[src/rtl/data_mem_initiator_if.sv]
// Request/response handshake between the MEM stage and the initiator,
// and the initiator-side bus of the little-endian word memory.
interface data_mem_initiator_if #(
    parameter int ADDR_W = 32
);
    logic              req_valid;
    logic              req_ready;
    logic              req_write;
    logic [1:0]        req_size;
    logic              req_unsigned;
    logic [ADDR_W-1:0] req_addr;
    logic [31:0]       req_wdata;
    logic              resp_valid;
    logic [31:0]       resp_rdata;
    logic              resp_err;
    logic              stall;

    modport master (
        output req_valid, req_write, req_size, req_unsigned,
        output req_addr, req_wdata,
        input  req_ready, resp_valid, resp_rdata, resp_err, stall
    );

    modport slave (
        input  req_valid, req_write, req_size, req_unsigned,
        input  req_addr, req_wdata,
        output req_ready, resp_valid, resp_rdata, resp_err, stall
    );
endinterface

interface data_mem_bus_if #(
    parameter int ADDR_W = 32
);
    logic [ADDR_W-1:0] mem_addr;
    logic [31:0]       mem_wdata;
    logic              mem_read;
    logic              mem_write;
    logic [31:0]       mem_rdata;

    modport master (
        output mem_addr, mem_wdata, mem_read, mem_write,
        input  mem_rdata
    );

    modport slave (
        input  mem_addr, mem_wdata, mem_read, mem_write,
        output mem_rdata
    );
endinterface

[src/rtl/data_mem_initiator.sv]
// MEM-stage data memory initiator: byte/half/word loads and stores,
// sub-word stores done as read-modify-write on a word memory.
module data_mem_initiator #(
    parameter int ADDR_W = 32
) (
    input logic                  clk,
    input logic                  reset,
    data_mem_initiator_if.slave  req_if,
    data_mem_bus_if.master       mem_if
);

    localparam logic [2:0] S_IDLE  = 3'd0;
    localparam logic [2:0] S_READ  = 3'd1;
    localparam logic [2:0] S_SETUP = 3'd2;
    localparam logic [2:0] S_WRITE = 3'd3;
    localparam logic [2:0] S_DONE  = 3'd4;

    logic [2:0]        state_q, state_d;
    logic              write_q, write_d;
    logic [1:0]        size_q, size_d;
    logic              uns_q, uns_d;
    logic [1:0]        lane_q, lane_d;
    logic              err_q, err_d;
    logic [31:0]       word_q, word_d;
    logic [ADDR_W-1:0] addr_q, addr_d;
    logic [31:0]       wdata_q, wdata_d;
    logic              mem_write_q, mem_write_d;

    logic              req_err;
    logic [31:0]       load_val;

    function automatic logic [31:0] merge(
        input logic [31:0] word,
        input logic [31:0] data,
        input logic [1:0]  size,
        input logic [1:0]  lane
    );
        logic [31:0] r;
        r = word;
        if (size == 2'b00) begin
            r[{lane, 3'b000} +: 8] = data[7:0];
        end else begin
            r[{lane[1], 4'b0000} +: 16] = data[15:0];
        end
        return r;
    endfunction

    function automatic logic [31:0] extract(
        input logic [31:0] word,
        input logic [1:0]  size,
        input logic        uns,
        input logic [1:0]  lane
    );
        logic [7:0]  b;
        logic [15:0] h;
        logic [31:0] r;
        b = word[{lane, 3'b000} +: 8];
        h = word[{lane[1], 4'b0000} +: 16];
        unique case (size)
            2'b00:   r = {{24{b[7] & ~uns}}, b};
            2'b01:   r = {{16{h[15] & ~uns}}, h};
            default: r = word;
        endcase
        return r;
    endfunction

    always_comb begin
        unique case (req_if.req_size)
            2'b00:   req_err = 1'b0;
            2'b01:   req_err = req_if.req_addr[0];
            2'b10:   req_err = |req_if.req_addr[1:0];
            default: req_err = 1'b1;
        endcase
    end

    always_comb begin
        state_d = state_q;
        write_d = write_q;
        size_d  = size_q;
        uns_d   = uns_q;
        lane_d  = lane_q;
        err_d   = err_q;
        word_d  = word_q;
        addr_d  = addr_q;
        wdata_d = wdata_q;
        unique case (state_q)
            S_IDLE: begin
                if (req_if.req_valid) begin
                    write_d = req_if.req_write;
                    size_d  = req_if.req_size;
                    uns_d   = req_if.req_unsigned;
                    lane_d  = req_if.req_addr[1:0];
                    err_d   = req_err;
                    addr_d  = {req_if.req_addr[ADDR_W-1:2], 2'b00};
                    if (req_if.req_write && !req_err) begin
                        wdata_d = req_if.req_wdata;
                    end
                    if (req_err) begin
                        state_d = S_DONE;
                    end else if (req_if.req_write && req_if.req_size == 2'b10) begin
                        state_d = S_SETUP;
                    end else begin
                        state_d = S_READ;
                    end
                end
            end
            S_READ: begin
                word_d = mem_if.mem_rdata;
                // Sub-word stores fold the new lane(s) into the fetched word.
                if (write_q) begin
                    wdata_d = merge(mem_if.mem_rdata, wdata_q, size_q, lane_q);
                    state_d = S_SETUP;
                end else begin
                    state_d = S_DONE;
                end
            end
            S_SETUP: state_d = S_WRITE;
            S_WRITE: state_d = S_DONE;
            S_DONE:  state_d = S_IDLE;
            default: state_d = S_IDLE;
        endcase
        mem_write_d = (state_d == S_WRITE);
    end

    always_ff @(posedge clk) begin
        if (reset) begin
            state_q     <= S_IDLE;
            write_q     <= 1'b0;
            size_q      <= 2'b00;
            uns_q       <= 1'b0;
            lane_q      <= 2'b00;
            err_q       <= 1'b0;
            word_q      <= 32'h0;
            addr_q      <= '0;
            wdata_q     <= 32'h0;
            mem_write_q <= 1'b0;
        end else begin
            state_q     <= state_d;
            write_q     <= write_d;
            size_q      <= size_d;
            uns_q       <= uns_d;
            lane_q      <= lane_d;
            err_q       <= err_d;
            word_q      <= word_d;
            addr_q      <= addr_d;
            wdata_q     <= wdata_d;
            mem_write_q <= mem_write_d;
        end
    end

    assign load_val = extract(word_q, size_q, uns_q, lane_q);

    assign req_if.req_ready  = (state_q == S_IDLE);
    assign req_if.stall      = (state_q != S_IDLE);
    assign req_if.resp_valid = (state_q == S_DONE);
    assign req_if.resp_err   = (state_q == S_DONE) && err_q;
    assign req_if.resp_rdata =
        ((state_q == S_DONE) && !err_q && !write_q) ? load_val : 32'h0;

    assign mem_if.mem_addr  = addr_q;
    assign mem_if.mem_wdata = wdata_q;
    assign mem_if.mem_read  = (state_q == S_READ);
    assign mem_if.mem_write = mem_write_q;

endmodule

[src/flat_wrapper.sv]
// flat-port wrapper written by rule: the top's interface ports become plain ports
module data_mem_initiator_flat 
#(
    parameter int ADDR_W = 32
)
  (clk, reset, req_if_req_valid, req_if_req_write, req_if_req_size, req_if_req_unsigned, req_if_req_addr, req_if_req_wdata, req_if_req_ready, req_if_resp_valid, req_if_resp_rdata, req_if_resp_err, req_if_stall, mem_if_mem_addr, mem_if_mem_wdata, mem_if_mem_read, mem_if_mem_write, mem_if_mem_rdata);
  data_mem_initiator_if #(.ADDR_W(ADDR_W)) req_if_i ();
  data_mem_bus_if #(.ADDR_W(ADDR_W)) mem_if_i ();
  input logic clk;
  input logic reset;
  input wire logic [$bits(req_if_i.req_valid)-1:0] req_if_req_valid;
  input wire logic [$bits(req_if_i.req_write)-1:0] req_if_req_write;
  input wire logic [$bits(req_if_i.req_size)-1:0] req_if_req_size;
  input wire logic [$bits(req_if_i.req_unsigned)-1:0] req_if_req_unsigned;
  input wire logic [$bits(req_if_i.req_addr)-1:0] req_if_req_addr;
  input wire logic [$bits(req_if_i.req_wdata)-1:0] req_if_req_wdata;
  output wire logic [$bits(req_if_i.req_ready)-1:0] req_if_req_ready;
  output wire logic [$bits(req_if_i.resp_valid)-1:0] req_if_resp_valid;
  output wire logic [$bits(req_if_i.resp_rdata)-1:0] req_if_resp_rdata;
  output wire logic [$bits(req_if_i.resp_err)-1:0] req_if_resp_err;
  output wire logic [$bits(req_if_i.stall)-1:0] req_if_stall;
  output wire logic [$bits(mem_if_i.mem_addr)-1:0] mem_if_mem_addr;
  output wire logic [$bits(mem_if_i.mem_wdata)-1:0] mem_if_mem_wdata;
  output wire logic [$bits(mem_if_i.mem_read)-1:0] mem_if_mem_read;
  output wire logic [$bits(mem_if_i.mem_write)-1:0] mem_if_mem_write;
  input wire logic [$bits(mem_if_i.mem_rdata)-1:0] mem_if_mem_rdata;
  assign req_if_i.req_valid = req_if_req_valid;
  assign req_if_i.req_write = req_if_req_write;
  assign req_if_i.req_size = req_if_req_size;
  assign req_if_i.req_unsigned = req_if_req_unsigned;
  assign req_if_i.req_addr = req_if_req_addr;
  assign req_if_i.req_wdata = req_if_req_wdata;
  assign req_if_req_ready = req_if_i.req_ready;
  assign req_if_resp_valid = req_if_i.resp_valid;
  assign req_if_resp_rdata = req_if_i.resp_rdata;
  assign req_if_resp_err = req_if_i.resp_err;
  assign req_if_stall = req_if_i.stall;
  assign mem_if_mem_addr = mem_if_i.mem_addr;
  assign mem_if_mem_wdata = mem_if_i.mem_wdata;
  assign mem_if_mem_read = mem_if_i.mem_read;
  assign mem_if_mem_write = mem_if_i.mem_write;
  assign mem_if_i.mem_rdata = mem_if_mem_rdata;
  data_mem_initiator #(.ADDR_W(ADDR_W)) u_core (.clk(clk), .reset(reset), .req_if(req_if_i), .mem_if(mem_if_i));
endmodule
[config.mk]
export PLATFORM = sky130hd
export DESIGN_NAME = data_mem_initiator_flat
export DESIGN_NICKNAME = d
export VERILOG_FILES = /design/src/rtl/data_mem_initiator_if.sv /design/src/rtl/data_mem_initiator.sv /design/src/flat_wrapper.sv
export SDC_FILE = /design/constraint.sdc
export NUM_CORES = 1
export LEC_CHECK = 0
export CAP_MARGIN = 10
export CORE_MARGIN = 4
export CORE_UTILIZATION = 48
export CTS_CLUSTER_DIAMETER = 80
export DETAILED_ROUTE_END_ITERATION = 8
export PLACE_DENSITY = 0.89
export SYNTH_ARGS = -nofsm -noshare
export SYNTH_HDL_FRONTEND = slang
export SYNTH_SLANG_ARGS = --single-unit
[constraint.sdc]
create_clock -name clk -period 6.3 [get_ports clk]
set_clock_uncertainty 0.2 [all_clocks]
set_input_delay 0.945 -clock clk [delete_from_list [all_inputs] [get_ports clk]]
set_output_delay 0.945 -clock clk [all_outputs]
set_load 0.05 [all_outputs]
== After elaboration in Yosys (flattened, before gate mapping) ==
Cells that the tools add are included.
Cells by class
  mux-type cells: 15
  reductions and logical operators: 16
  $add $sub $neg: 2
  bitwise logic cells: 3
  shift operators: 6
  equality and inequality tests: 11
Operator list (number)
  $mux W32: 5
  $pmux W32 S2: 2
  $bwmux W32: 2
  $shift A16 B7 Y32 const A: 1
  $shift A8 B7 Y32 const A: 1
  $shiftx A16 B7 Y32: 1
  $shiftx A32 B6 Y16: 1
  $shiftx A32 B6 Y8: 1
  $shiftx A8 B7 Y32: 1
  $neg A5 Y7: 2
  $pmux W3 S4: 1
  $eq A3 B2 Y1 const B: 3
  $mux W3: 3
  $logic_and A1 B1 Y1: 5
  $eq A2 B1 Y1 const B: 2
  $logic_not A2 Y1: 2
  $ne A2 B1 Y1 const B: 2
  $reduce_and A4 Y1: 1
  $eq A3 B1 Y1 const B: 1
  $eq A3 B3 Y1 const B: 1
  $logic_not A1 Y1: 3
  $logic_not A3 Y1: 1
  $pmux W1 S3: 1
  $reduce_bool A3 Y1: 1
  8 further kinds: 9
Word-level totals
  bits in registers: 105
  output and inout bits: 102
  bits of input ports: 103
  word-level logic and storage cells: 63

== Longest topological paths before layout ==
  depth in word-level cells: 7
  mapped depth: 9
  mapped depth without buffers: 6

== Worst setup path after synthesis ==
No wires, ideal clock.
  path type: register -> output
  start: reg u_core.lane_q[1]
  end: out req_if_resp_rdata[2]
  stages on the path, launching flop included: 7
  slack: 2.738 ns
  buffers on the path: 2
  arrival time: 2.417 ns
  required time: 5.155 ns
  path through: dfxtp_1 > buf_2 > buf_1 > nand2_1 > o21ai_0 > o22ai_1 > a221oi_1
Between the ends
  cells in the longest elaborated chain, start to end: 3
  elaborated cells between the ends (all ways): 4
  classes of those cells: shift: 2; mux: 2
RTL lines
  start: declaration: line data_mem_initiator.sv:22  | logic [1:0] lane_q, lane_d;
  start signal: assignment: line data_mem_initiator.sv:142  | lane_q <= lane_d;
  $shiftx A32 B6 Y16 or $shiftx A32 B6 Y8 (tied branches): line data_mem_initiator.sv:58, data_mem_initiator.sv:57
  $pmux W32 S2 (*): line data_mem_initiator.sv:59  | unique case (size)
  $mux W32 (*): line data_mem_initiator.sv:158  | ((state_q == S_DONE) && !err_q && !write_q) ? load_val : 32'h0;
  end: declaration: line flat_wrapper.sv:19  | output wire logic [$bits(req_if_i.resp_rdata)-1:0] req_if_resp_rdata;
Every way passes the cells marked *; elsewhere a longest branch is shown, timed or not.

== Worst setup path after layout ==
  start: reg u_core.state_q[0]
  end: out req_if_resp_rdata[16]
Between the ends
  cells in the longest elaborated chain, start to end: 4
RTL lines
  start: declaration: line data_mem_initiator.sv:18  | logic [2:0] state_q, state_d;
  start signal: assignment: line data_mem_initiator.sv:138  | state_q <= state_d;
  $eq A3 B3 Y1: line data_mem_initiator.sv:158
  $logic_and A1 B1 Y1 (2 in a row): line data_mem_initiator.sv:158
  $mux W32: line data_mem_initiator.sv:158
No other way between the ends.

==> results.json <==
{
  "dieArea_sq_um": 12900,
  "cts_made_buffers": 9,
  "ant_nets": 0,
  "worst_ep_arrival_time_ps": 3420,
  "fp.dieH_um": 114,
  "final_cell_mix": "201 x clkdlybuf4s50_1, 174 x nand2_1, 107 x a21oi_1",
  "clock.fmax_mhz": 219,
  "first_global_vias": 5502,
  "status": "finished clean",
  "setup_viol": 0,
  "via_count": 5892,
  "hpwl_um": 13700,
  "power_w": 0.00158,
  "use_met3": 0.0870,
  "worstSkewPairLatency_ps": 380,
  "hold_start": "u_core.mem_if.mem_addr[14]",
  "cts_hold_buf": 0,
  "cp-start-kind": "register",
  "power_density_nw_per_um2": 209,
  "max-slew-margin-rel": 0.420,
  "finalWirelength_um": 18400,
  "final_common_cell": "clkdlybuf4s50_1",
  "drt-initial-drc-count": 477,
  "vias_per_cell": 5.86,
  "use_met1": 0.333,
  "clockBufferDepth": 2,
  "path_class": "register to output pin",
  "p_leak_nw": 2.57,
  "port_buffers": 202,
  "yosysSeqAreaShare": 0.392,
  "synthDistinctLibCells": 56,
  "hold_viol_final": 0,
  "grt_max_degree": 84,
  "pwr-share-clk": 0.252,
  "min_path_type": "register to register",
  "synth_warnings": 0,
  "reg2reg_from": "u_core.state_q[0]",
  "cp.required_ps": 5150,
  "tns_ps": 0,
  "wl_per_cell_um": 18.3,
  "yosysTopAreaCellShare": 0.392,
  "num_antenna_cells": 0,
  "drive_above_1_share": 0.0636,
  "synth.area.top_cells": "dfxtp_1 39%, nand2_1 12%, a21oi_1 10%",
  "cts_tree": "done",
  "postCtsSetupBuffers": 0,
  "root_buffer": "clkbuf_8",
  "finalCriticalPeriod_ps": 4570,
  "fillers": 934,
  "ios": 205,
  "synth_edf_count": 0,
  "antenna_found_initial": 0,
  "grt_use_met2": 0.463,
  "start_util": 0.493,
  "gp_congestion": 0.944,
  "drc": 0,
  "area_growth_pct": 40.2,
  "synth_async_sr_flop_share": 0,
  "p_int_w": 0.00103,
  "num_rows": 38,
  "netlist_instances": 692,
  "seq_power_share": 0.467,
  "crit_path_start": "u_core.state_q[0]",
  "cp_max_fo": 16,
  "yosys_register_bits": 105,
  "syn_avg_cell_area_sq_um": 7.76,
  "nets": 969,
  "die_w_um": 114,
  "grt_overflow_total": 0,
  "rsz0062_at_grt": "no",
  "max_cap_viol_count": 0,
  "cts_sinks": 105,
  "netSwitchingFraction": 0.349,
  "htree_levels": 3,
  "post-route-period-util": 0.725,
  "path_clk_slew_ps": 100,
  "grt_util_all_layers": 0.278,
  "irDropWorstVdd_uv": 148,
  "maxSlewViolCount": 0,
  "yosysTopAreaCell": "dfxtp_1",
  "busiest_layer": "met2",
  "cts_resized": 0,
  "grt_pass1_wl_um": 28500,
  "syn-cell-area_sq_um": 5370,
  "first_pass_iters": 5,
  "p_comb_frac": 0.281,
  "synthFlopType": "dfxtp_1",
  "endpoint_kind": "output pin",
  "tightest_slew_ps": 870,
  "netSwitchingPower_w": 0.000550,
  "coreArea_sq_um": 10900
}
power groups by stage:
stage | logic [W] | registers [W] | clock network (W)
2_1_floorplan | 0.000193 | 0.000821 | 0
3_3_place_gp | 0.000435 | 0.000748 | 0
3_5_place_dp | 0.000439 | 0.000750 | 0
4_1_cts | 0.000441 | 0.000735 | 0.000401
5_1_grt | 0.000469 | 0.000741 | 0.000433
6_report | 0.000442 | 0.000736 | 0.000398
cell type report:
cell class,count,area [sq um],area share
clock buffers,10,138,0.0183
clock inverters,5,40.0,0.00532
inverters,43,161,0.0214
multi-input cells,490,2820,0.374
flip-flops and latches,105,2100,0.279
well taps,140,175,0.0233
repair buffers,212,2090,0.278
worst max-delay path, stage by stage (launching register included):
cell and delay (ps):
dfxtp_1 420, nor2_1 260, nand3_1 520, a221o_1 760
a21oi_1 240, clkdlybuf4s50_1 830
metrics by stage:
step	setup slack, ps	cell area, sq um	utilization	instances	hold slack [ps]
after CTS	1780	7530	0.691	1005	261
after floorplan	2740	5370	-	693	236
after global placement	2320	7350	0.675	990	240
after detailed placement	2210	7350	0.675	990	247
final	1730	7530	0.691	1005	258
after global routing	1510	7530	0.691	1005	280
registers in the layout, indices dropped and copies added, names as in the netlist, 2 cells and up:
name,flops
u_core.lane_q,2
u_core.size_q,2
u_core.state_q,3
u_core.word_q,32
u_core.mem_if.mem_wdata,32
u_core.mem_if.mem_addr,30
cells by family after synthesis:
group | count (synthesis) | synth area share
other | 1 | 0.000699
adders and majority gates | 5 | 0.0117
DFF | 105 | 0.392
muxes | 19 | 0.0396
buffers and inverters | 98 | 0.0841
AOI/OAI and AO/OA | 224 | 0.279
and+or+nand+nor | 240 | 0.193
Yosys cell counts, types with 5 or more instances:
library cell,n
a21oi_1,107
a21oi_2,10
a221o_1,15
a221oi_1,19
a22oi_1,13
a311oi_1,8
buf_2,16
buf_4,7
buf_6,5
clkbuf_1,24
dfxtp_1,105
ha_1,5
inv_1,41
mux2_2,8
mux2i_1,10
nand2_1,174
nand3_1,11
nor2_1,21
nor3_1,13
o21ai_0,11
o31ai_1,8
o32ai_1,16
routing by layer:
metal / share of wire / wire [um]
met4: 0.035 / 651
met5: 0 / 0
met3: 0.11 / 2030
met2: 0.48 / 8870
met1: 0.37 / 6900
path summary, 6_finish.rpt:
| check | to | slack [ps] | depth (start not counted) |
|---|---|---|---|
| min | u_core.mem_if.mem_addr[14] | 260 | 2 |
| max | req_if_resp_rdata[16] | 1730 | 5 |
| max reg2reg | u_core.mem_if.mem_wdata[21] | 3360 | 7 |
| min reg2reg | u_core.mem_if.mem_addr[14] | 260 | 2 |
(Power assumes the default switching activity.)
==> RTL change: new RTL, same settings <==
`ADDR_W` is set to 32 in 4 places; all go to 64.
--- a/src/rtl/data_mem_initiator_if.sv
+++ b/src/rtl/data_mem_initiator_if.sv
@@ -1,7 +1,7 @@
 // Request/response handshake between the MEM stage and the initiator,
 // and the initiator-side bus of the little-endian word memory.
 interface data_mem_initiator_if #(
-    parameter int ADDR_W = 32
+    parameter int ADDR_W = 64
 );
     logic              req_valid;
     logic              req_ready;
@@ -29,7 +29,7 @@
 endinterface
 
 interface data_mem_bus_if #(
-    parameter int ADDR_W = 32
+    parameter int ADDR_W = 64
 );
     logic [ADDR_W-1:0] mem_addr;
     logic [31:0]       mem_wdata;
--- a/src/rtl/data_mem_initiator.sv
+++ b/src/rtl/data_mem_initiator.sv
@@ -1,7 +1,7 @@
 // MEM-stage data memory initiator: byte/half/word loads and stores,
 // sub-word stores done as read-modify-write on a word memory.
 module data_mem_initiator #(
-    parameter int ADDR_W = 32
+    parameter int ADDR_W = 64
 ) (
     input logic                  clk,
     input logic                  reset,
--- a/src/flat_wrapper.sv
+++ b/src/flat_wrapper.sv
@@ -1,7 +1,7 @@
 // flat-port wrapper written by rule: the top's interface ports become plain ports
 module data_mem_initiator_flat 
 #(
-    parameter int ADDR_W = 32
+    parameter int ADDR_W = 64
 )
   (clk, reset, req_if_req_valid, req_if_req_write, req_if_req_size, req_if_req_unsigned, req_if_req_addr, req_if_req_wdata, req_if_req_ready, req_if_resp_valid, req_if_resp_rdata, req_if_resp_err, req_if_stall, mem_if_mem_addr, mem_if_mem_wdata, mem_if_mem_read, mem_if_mem_write, mem_if_mem_rdata);
   data_mem_initiator_if #(.ADDR_W(ADDR_W)) req_if_i ();
Interface: changed (resized mem_if_mem_addr and req_if_req_addr); port bits go from 205 to 269. No check against the original RTL was run, so the function may have changed too.
==> RTL change against the original RTL <==
Critical path depth increased by 1. Sequential cell count up 32. Count of clock-buffer cells in the layout increased by 10. Sequential power grew 30%. Combinational power up 32%. Synthesized area is 20% higher. Worst setup slack worse by 0.12 ns. Hold slack got worse by 0.0058 ns. Design area increased by 28%. Power rose by 60%. Routed wire length is 26% higher.
==> RTL change: results <==
export IMPL_status="finished, final reports clean"
export IMPL_grt_use_met2_pct=50.22
export IMPL_p_seq_uw=959
export IMPL_placed_area_um2=9059
export IMPL_via_per_inst=5.717
export IMPL_gp_congestion=0.9309
export IMPL_wl_met3_um=2730
export IMPL_slowest_delay_ns=0.91
export IMPL_vdd_drop_max_mv=0.1803
export IMPL_place_ws_ns=1.880
export IMPL_synth_cell_types=57
export IMPL_io_buffers=266
export IMPL_leakage_nw=3.375
export IMPL_switchingPower_uw=787.0
export IMPL_combPwrFrac_pct=23.0
export IMPL_cp_startpoint="u_core.lane_q[1]$_SDFFE_PP0P_"
export IMPL_critPathSlowestCell="o311ai_2"
export IMPL_final_layout_size_suffix_gt1_share_pct=5.195
export IMPL_swShare_pct=31.17
export IMPL_r2r_slack_ns=3.38
export IMPL_clk_latency_ns=0.42
export IMPL_use_met1_pct=33.42
export IMPL_synthTopCellsByCount="nand2_1, dfxtp_1, a21oi_1"
export IMPL_numCtsBuffers=17
export IMPL_wl_met1_um=8296
export IMPL_synthTopCellsByArea="dfxtp_1, nand2_1, a21oi_1"
export IMPL_cp_endpoint="req_if_resp_rdata[19]"
export IMPL_gr_usage_met3_pct=10.45
export IMPL_route_met2_wl_um=11210
export IMPL_worstHoldStart="u_core.mem_if.mem_addr[23]$_SDFFE_PP0P_"
export IMPL_slew_limit_headroom_pct=29.40
export IMPL_grt_max_degree=74
export IMPL_r2r_cells=8
export IMPL_drt_first_iter_violations=820
export IMPL_rr_endpoint="u_core.mem_if.mem_wdata[31]$_SDFFE_PP0P_"
export IMPL_placed_cells=1218
export IMPL_avgSynthCellArea_um2=7.643
export IMPL_grt_pass1_vias=6792
export IMPL_routedWlPerCell_um=18.53
export IMPL_track_usage_pct=29.57
export IMPL_final_cells=1250
export IMPL_fin_ws_ns=1.610
export IMPL_arrival_ns=3.54
export IMPL_htreeDepth=4
export IMPL_cp_max_fo=36
export IMPL_holdPathEnd="u_core.mem_if.mem_addr[23]$_SDFFE_PP0P_"
export IMPL_antenna_found_initial=0
export IMPL_cp_top_family="buffers and inverters"
export IMPL_grt_pass1_wl_um=35020
export IMPL_hold_ws_ns=0.2518
export IMPL_seq_area_frac_synth_pct=42.72
==> RTL change: cell count changes after synthesis, moves of 8 or more <==
cell,change
a221o_1,-15
clkbuf_1,+20
mux2i_1,+8
a211o_1,+8
a21oi_2,-10
o31ai_1,-8
a22oi_1,-8
nor3_1,+10
nand2_1,+76
dfxtp_1,+32
a311oi_1,+8
a21oi_1,+19
==> RTL change: cells by family after synthesis <==
group | share of synthesized area [%]
other | 0.05841
multiplexers | 2.982
AO/OA/AOI/OAI | 24.65
flip-flops | 42.72
buffers and inverters | 7.386
adder cells (fa/ha/maj) | 0.9745
AND/OR/NAND/NOR | 21.22
==> RTL change: final cells by class <==
type	instances	area, um2	share of cell area, %
clock inverters	11	122.6	1.269
flip-flops and latches	137	2743	28.38
well taps	172	215.2	2.227
clock buffers	20	456.7	4.725
repair buffers	275	2748	28.43
multi-input cells	590	3212	33.23
inverters	45	168.9	1.748
